**src/rtl/rom_read_adapter.sv**
```systemverilog
// rtl/rom_read_adapter.sv - request/response adapter turning 32/64-bit byte-addressed reads into registered-ROM word reads
module rom_read_adapter #(
    parameter int ROM_WORDS = 2048
) (
    input  logic        clock,
    input  logic        reset,
    input  logic        req_valid,
    output logic        req_ready,
    input  logic [12:0] req_addr,
    input  logic        req_wide,
    output logic        resp_valid,
    input  logic        resp_ready,
    output logic [63:0] resp_data,
    output logic        resp_err,
    output logic        rom_me,
    output logic        rom_oe,
    output logic [10:0] rom_address,
    input  logic [31:0] rom_q
);

    typedef enum logic [2:0] {
        IDLE = 3'd0,
        RD0  = 3'd1,
        RD1  = 3'd2,
        RD2  = 3'd3,
        RESP = 3'd4
    } state_t;

    // Last legal word index plus one, held in 12 bits so W+1 never wraps.
    localparam logic [11:0] LIMIT = 12'(ROM_WORDS);

    state_t      state_q, state_d;
    logic [10:0] word_q, word_d;
    logic        wide_q, wide_d;
    logic        err_q, err_d;
    logic [63:0] data_q, data_d;

    logic        hs;
    logic [11:0] end_idx;
    logic        req_err;

    assign hs      = req_valid & req_ready;
    assign end_idx = {1'b0, req_addr[12:2]} + {11'd0, req_wide};
    assign req_err = (req_addr[1:0] != 2'b00)
                   | (req_wide & req_addr[2])
                   | (end_idx >= LIMIT);

    // State register; reset abandons any transaction in flight.
    always_ff @(posedge clock or posedge reset) begin
        if (reset) begin
            state_q <= IDLE;
        end else begin
            state_q <= state_d;
        end
    end

    // Next-state selection.
    always_comb begin
        state_d = state_q;
        case (state_q)
            IDLE: if (hs) state_d = req_err ? RESP : RD0;
            RD0:  state_d = RD1;
            RD1:  state_d = wide_q ? RD2 : RESP;
            RD2:  state_d = RESP;
            RESP: if (resp_ready) state_d = IDLE;
            default: state_d = IDLE;
        endcase
    end

    // ROM strobes and handshake outputs decoded from the current state.
    always_comb begin
        req_ready   = 1'b0;
        resp_valid  = 1'b0;
        rom_me      = 1'b0;
        rom_oe      = 1'b0;
        rom_address = word_q;
        case (state_q)
            IDLE: req_ready = 1'b1;
            RD0:  rom_me = 1'b1;
            RD1: begin
                rom_oe = 1'b1;
                if (wide_q) begin
                    rom_me      = 1'b1;
                    rom_address = word_q + 11'd1;
                end
            end
            RD2:  rom_oe = 1'b1;
            RESP: resp_valid = 1'b1;
            default: ;
        endcase
    end

    // Datapath next values: latch request at handshake, collect ROM words as they appear.
    always_comb begin
        word_d = word_q;
        wide_d = wide_q;
        err_d  = err_q;
        data_d = data_q;
        case (state_q)
            IDLE: begin
                if (hs) begin
                    word_d = req_addr[12:2];
                    wide_d = req_wide;
                    err_d  = req_err;
                    data_d = '0;
                end
            end
            RD1: begin
                data_d[31:0] = rom_q;
                if (!wide_q) data_d[63:32] = '0;
            end
            RD2:  data_d[63:32] = rom_q;
            default: ;
        endcase
    end

    // Datapath registers; held steady through RESP so backpressure sees stable data.
    always_ff @(posedge clock or posedge reset) begin
        if (reset) begin
            word_q <= '0;
            wide_q <= 1'b0;
            err_q  <= 1'b0;
            data_q <= '0;
        end else begin
            word_q <= word_d;
            wide_q <= wide_d;
            err_q  <= err_d;
            data_q <= data_d;
        end
    end

    assign resp_data = data_q;
    assign resp_err  = err_q;

endmodule

```
**config.mk**
```make
export PLATFORM = sky130hd
export DESIGN_NAME = rom_read_adapter
export DESIGN_NICKNAME = d
export VERILOG_FILES = /design/src/rtl/rom_read_adapter.sv
export SDC_FILE = /design/constraint.sdc
export NUM_CORES = 1
export LEC_CHECK = 0
export BUFFER_PORTS_ARGS = -buffer_cell sky130_fd_sc_hd__buf_2
export CAP_MARGIN = 40
export CORE_MARGIN = 1.5
export CORE_UTILIZATION = 32
export CTS_CLUSTER_DIAMETER = 40
export DETAILED_ROUTE_END_ITERATION = 8
export GPL_TIMING_DRIVEN = 0
export PLACE_DENSITY = 0.64
export SLEW_MARGIN = 0
export SYNTH_ARGS = -nofsm -noshare
export SYNTH_HDL_FRONTEND = slang
export SYNTH_SLANG_ARGS = --single-unit
```
**constraint.sdc**
```tcl
create_clock -name clock -period 5.4 [get_ports clock]
set_input_delay 1.35 -clock clock [delete_from_list [all_inputs] [get_ports clock]]
set_output_delay 1.35 -clock clock [all_outputs]
set_load 0.01 [all_outputs]
```
==> summary.txt <==
Critical path
  – Crit path to: rom_address[10]
  – Setup Crit Path Kind: reg -> out
  – Critical path launch point type: flop
  – Kind of end point of the critical path: output pin
  – Critical Path RT: 4.05 ns
  – Crit. Startpoint: state_q[0]
  – CP top delay family: simple AND/OR/NAND/NOR gates
  – Crit path cell chain: buf_2 -> or3b_1 -> buf_6 -> nor4_4 -> xor2_1 -> buf_2
  – Cell mode on critical path: buf_2
  – R2r setup slk: 3.17 ns
  – Reg2Reg Capture Point: word_q[8]
  – Worst path depth: 6
  – Crit Path Max Fanout: 10
  – RR Startpoint: state_q[1]
  – Reg2reg path depth: 4
  – Buffers plus inverters on the worst setup path: 3
  – Arrival time worst endpoint: 2.10 ns
  – Worst path max stage delay: 0.39 ns
  – Slowest-stage cell, CP: dfrtp_1

Clocking
  – Clock Tree Root: clkbuf_8
  – Clock Latency Late Sink: 0.34 ns
  – Setup Fix Bufs, Post-CTS: 0
  – PostCTS Resize Cnt: 0
  – Clock Sinks: 80
  – Clk slew on worst S/H paths: 0.09 ns
  – CTS buffer count: 9
  – CTS tree: yes
  – H-tree Lvls: 3
  – CTS Buffer Depth: 2
  – Hold-fix buffers at CTS: 0

Final layout
  – # diodes: 0
  – Synth-to-Final Area Change: 31.7%
  – Final net count: 496
  – Core Util, Final: 42.9%
  – Design Area, Final: 4390 µm²
  – Layout fillers: 1,028
  – Commonest non-fill, non-tap cell in the layout: buf_2
  – Ratio of cells with drive above 1 in the final layout: 37.7%
  – Commonest non-fill, non-tap cells in the layout: 137 x buf_2, 80 x dfrtp_1, 69 x nand2_1, 35 x o21ai_0, 32 x a22o_1

Synth
  – Yosys reg bits: 80
  – Synth Area per Inst: 11.0 µm²
  – Syn_nets: 355
  – Sequential area share after synthesis: 60.1%
  – Mapped cell area: 3330 µm²
  – Synthesized instance count: 303
  – Synth warn: 0
  – Yosys cell types: 31

Timing
  – Slew Viols, Final: 0
  – Final setup violating endpoints: 0
  – Unrepaired setup endpoints after global routing: no
  – Min Tclk post-route: 3.45 ns
  – Relative slew slack: 48.1%
  – Final cycle utilization of the critical path: 63.9%
  – Clk_skew: 0.0112 ns
  – Worst-Margin Slew: 0.767 ns
  – Setup TNS: 0 ns
  – Final hold vios: 0
  – Max Clk Rate: 0.290 GHz

Place
  – IO buf count: 129
  – GP Congestion: 0.767
  – Final HPWL from detailed placement: 6220 µm
  – Placed Area: 4180 µm²

Route
  – Top layer in use: met4
  – Routed WL per cell: 14.7 µm
  – DRC viols: 0
  – Antenna viol nets, final: 0
  – Metal-1 WL: 3940 µm
  – Initial detailed-routing violation count: 91
  – Vias: 2,790
  – Vias per inst: 4.78
  – DRT Pass-1 Iters: 4
  – Total wire length: 8560 µm
  – Met2 wire len: 3990 µm
  – Met3 WL: 543 µm

Hold path
  – Hold Crit Class: reg -> reg

Global route
  – Largest net degree at the start of global routing: 46
  – Initial antenna violation count: 0
  – Total track usage: 15.8%
  – Grt ovf: 0
  – First-pass GRT wire length: 13,700 µm
  – Vias in the first global route: 2,715

Floorplanning
  – DIE HEIGHT: 105 µm
  – Placeable Area: 10,200 µm²
  – Die Area: 11,000 µm²
  – Starting Density: 32.6%
  – Site Rows: 37
  – Io pins: 130
  – Die Width: 105 µm

Power
  – Leak: 2.28 nW
  – Pwr dens: 449 nW/µm²
  – Peak VDD IR: 0.216 mV

Run status
  – Status: completed

Run
  – MaxCap Viol Count: 0
-- cells in the mapped netlist (all sizes together) --
cell type / n / area share, %
dfrtp: 80 / 60
nand2: 69 / 7.8
o21ai: 35 / 5.3
a22o: 32 / 8.4
clkbuf: 13 / 1.5
mux2: 11 / 3.7
buf: 10 / 1.8
nor3: 7 / 1.1
xor2: 6 / 1.6
inv: 5 / 0.56
nand3: 5 / 0.75
xnor2: 4 / 1.1
a21oi: 3 / 0.45
nor2b: 3 / 0.56
nor4: 3 / 1.5
a22oi: 2 / 0.45
ha: 2 / 0.75
nand2b: 2 / 0.38
nor2: 2 / 0.23
nor3b: 2 / 0.60
and2: 1 / 0.19
nand3b: 1 / 0.23
nand4: 1 / 0.19
nand4bb: 1 / 0.34
nor4b: 1 / 0.26
o211ai: 1 / 0.23
or3b: 1 / 0.26
-- kinds of logic after synthesis --
group           Yosys count  share of synthesized area [%]
compound gates           73                           14.8
flops                    80                           60.1
buf+inv                  28                           3.79
simple gates             99                           14.3
mux                      11                           3.72
xor+xnor                 10                           2.63
fa+ha+maj                 2                          0.751
-- metal layers --
layer  up-vias  track usage [%]
met5         -                0
met4         0             4.21
met3         8             4.49
met2       102             25.6
met1      1352             20.8
li1       1328                -
-- how the worst min path moves through the flow --
stage,depth (start not counted),startpoint,to
2_1_floorplan,1,word_q[10],word_q[10]
3_3_place_gp,1,resp_data[54],resp_data[54]
3_5_place_dp,1,resp_data[49],resp_data[49]
4_1_cts,1,resp_data[54],resp_data[54]
5_1_grt,1,resp_data[49],resp_data[49]
6_report,1,resp_data[49],resp_data[49]
-- sequential cells by signal, summed over array words and instances (netlist names) --
| name | cells |
|---|---|
| word_q | 11 |
| resp_data | 64 |
| wide_q | 1 |
| resp_err | 1 |
| state_q | 3 |
-- final cells by class --
cell class	count	area, µm²	share of cell area, %
Buffer	23	108	2.45
Clock buffer	10	128	2.91
Inverter	5	21.3	0.485
Multi-Input combinational cell	195	1200	27.5
Sequential cell	80	2000	45.6
Tap cell	136	170	3.88
Clock inverter	5	82.6	1.88
Timing Repair Buffer	130	673	15.3
-- where the power goes --
group / switching, mW / leakage [nW] / total [mW] / internal [mW]
clock: 0.214 / 0.106 / 0.473 / 0.259
sequential: 0.103 / 1.08 / 0.844 / 0.741
combinational: 0.386 / 1.09 / 0.652 / 0.266
total: 0.704 / 2.28 / 1.97 / 1.27
-- metrics by stage --
step           setup WS [ns]  instances  power [mW]  hold WS [ns]
6_report                1.95        584        1.97         0.497
5_1_grt                 1.82        584        2.11         0.515
4_1_cts                 1.92        584        2.00         0.506
3_5_place_dp            2.06        569        1.52         0.477
3_3_place_gp           0.990        568        1.50         0.477
2_1_floorplan           2.00        303        1.23         0.501
No activity file was read; power rests on OpenSTA's default activity.
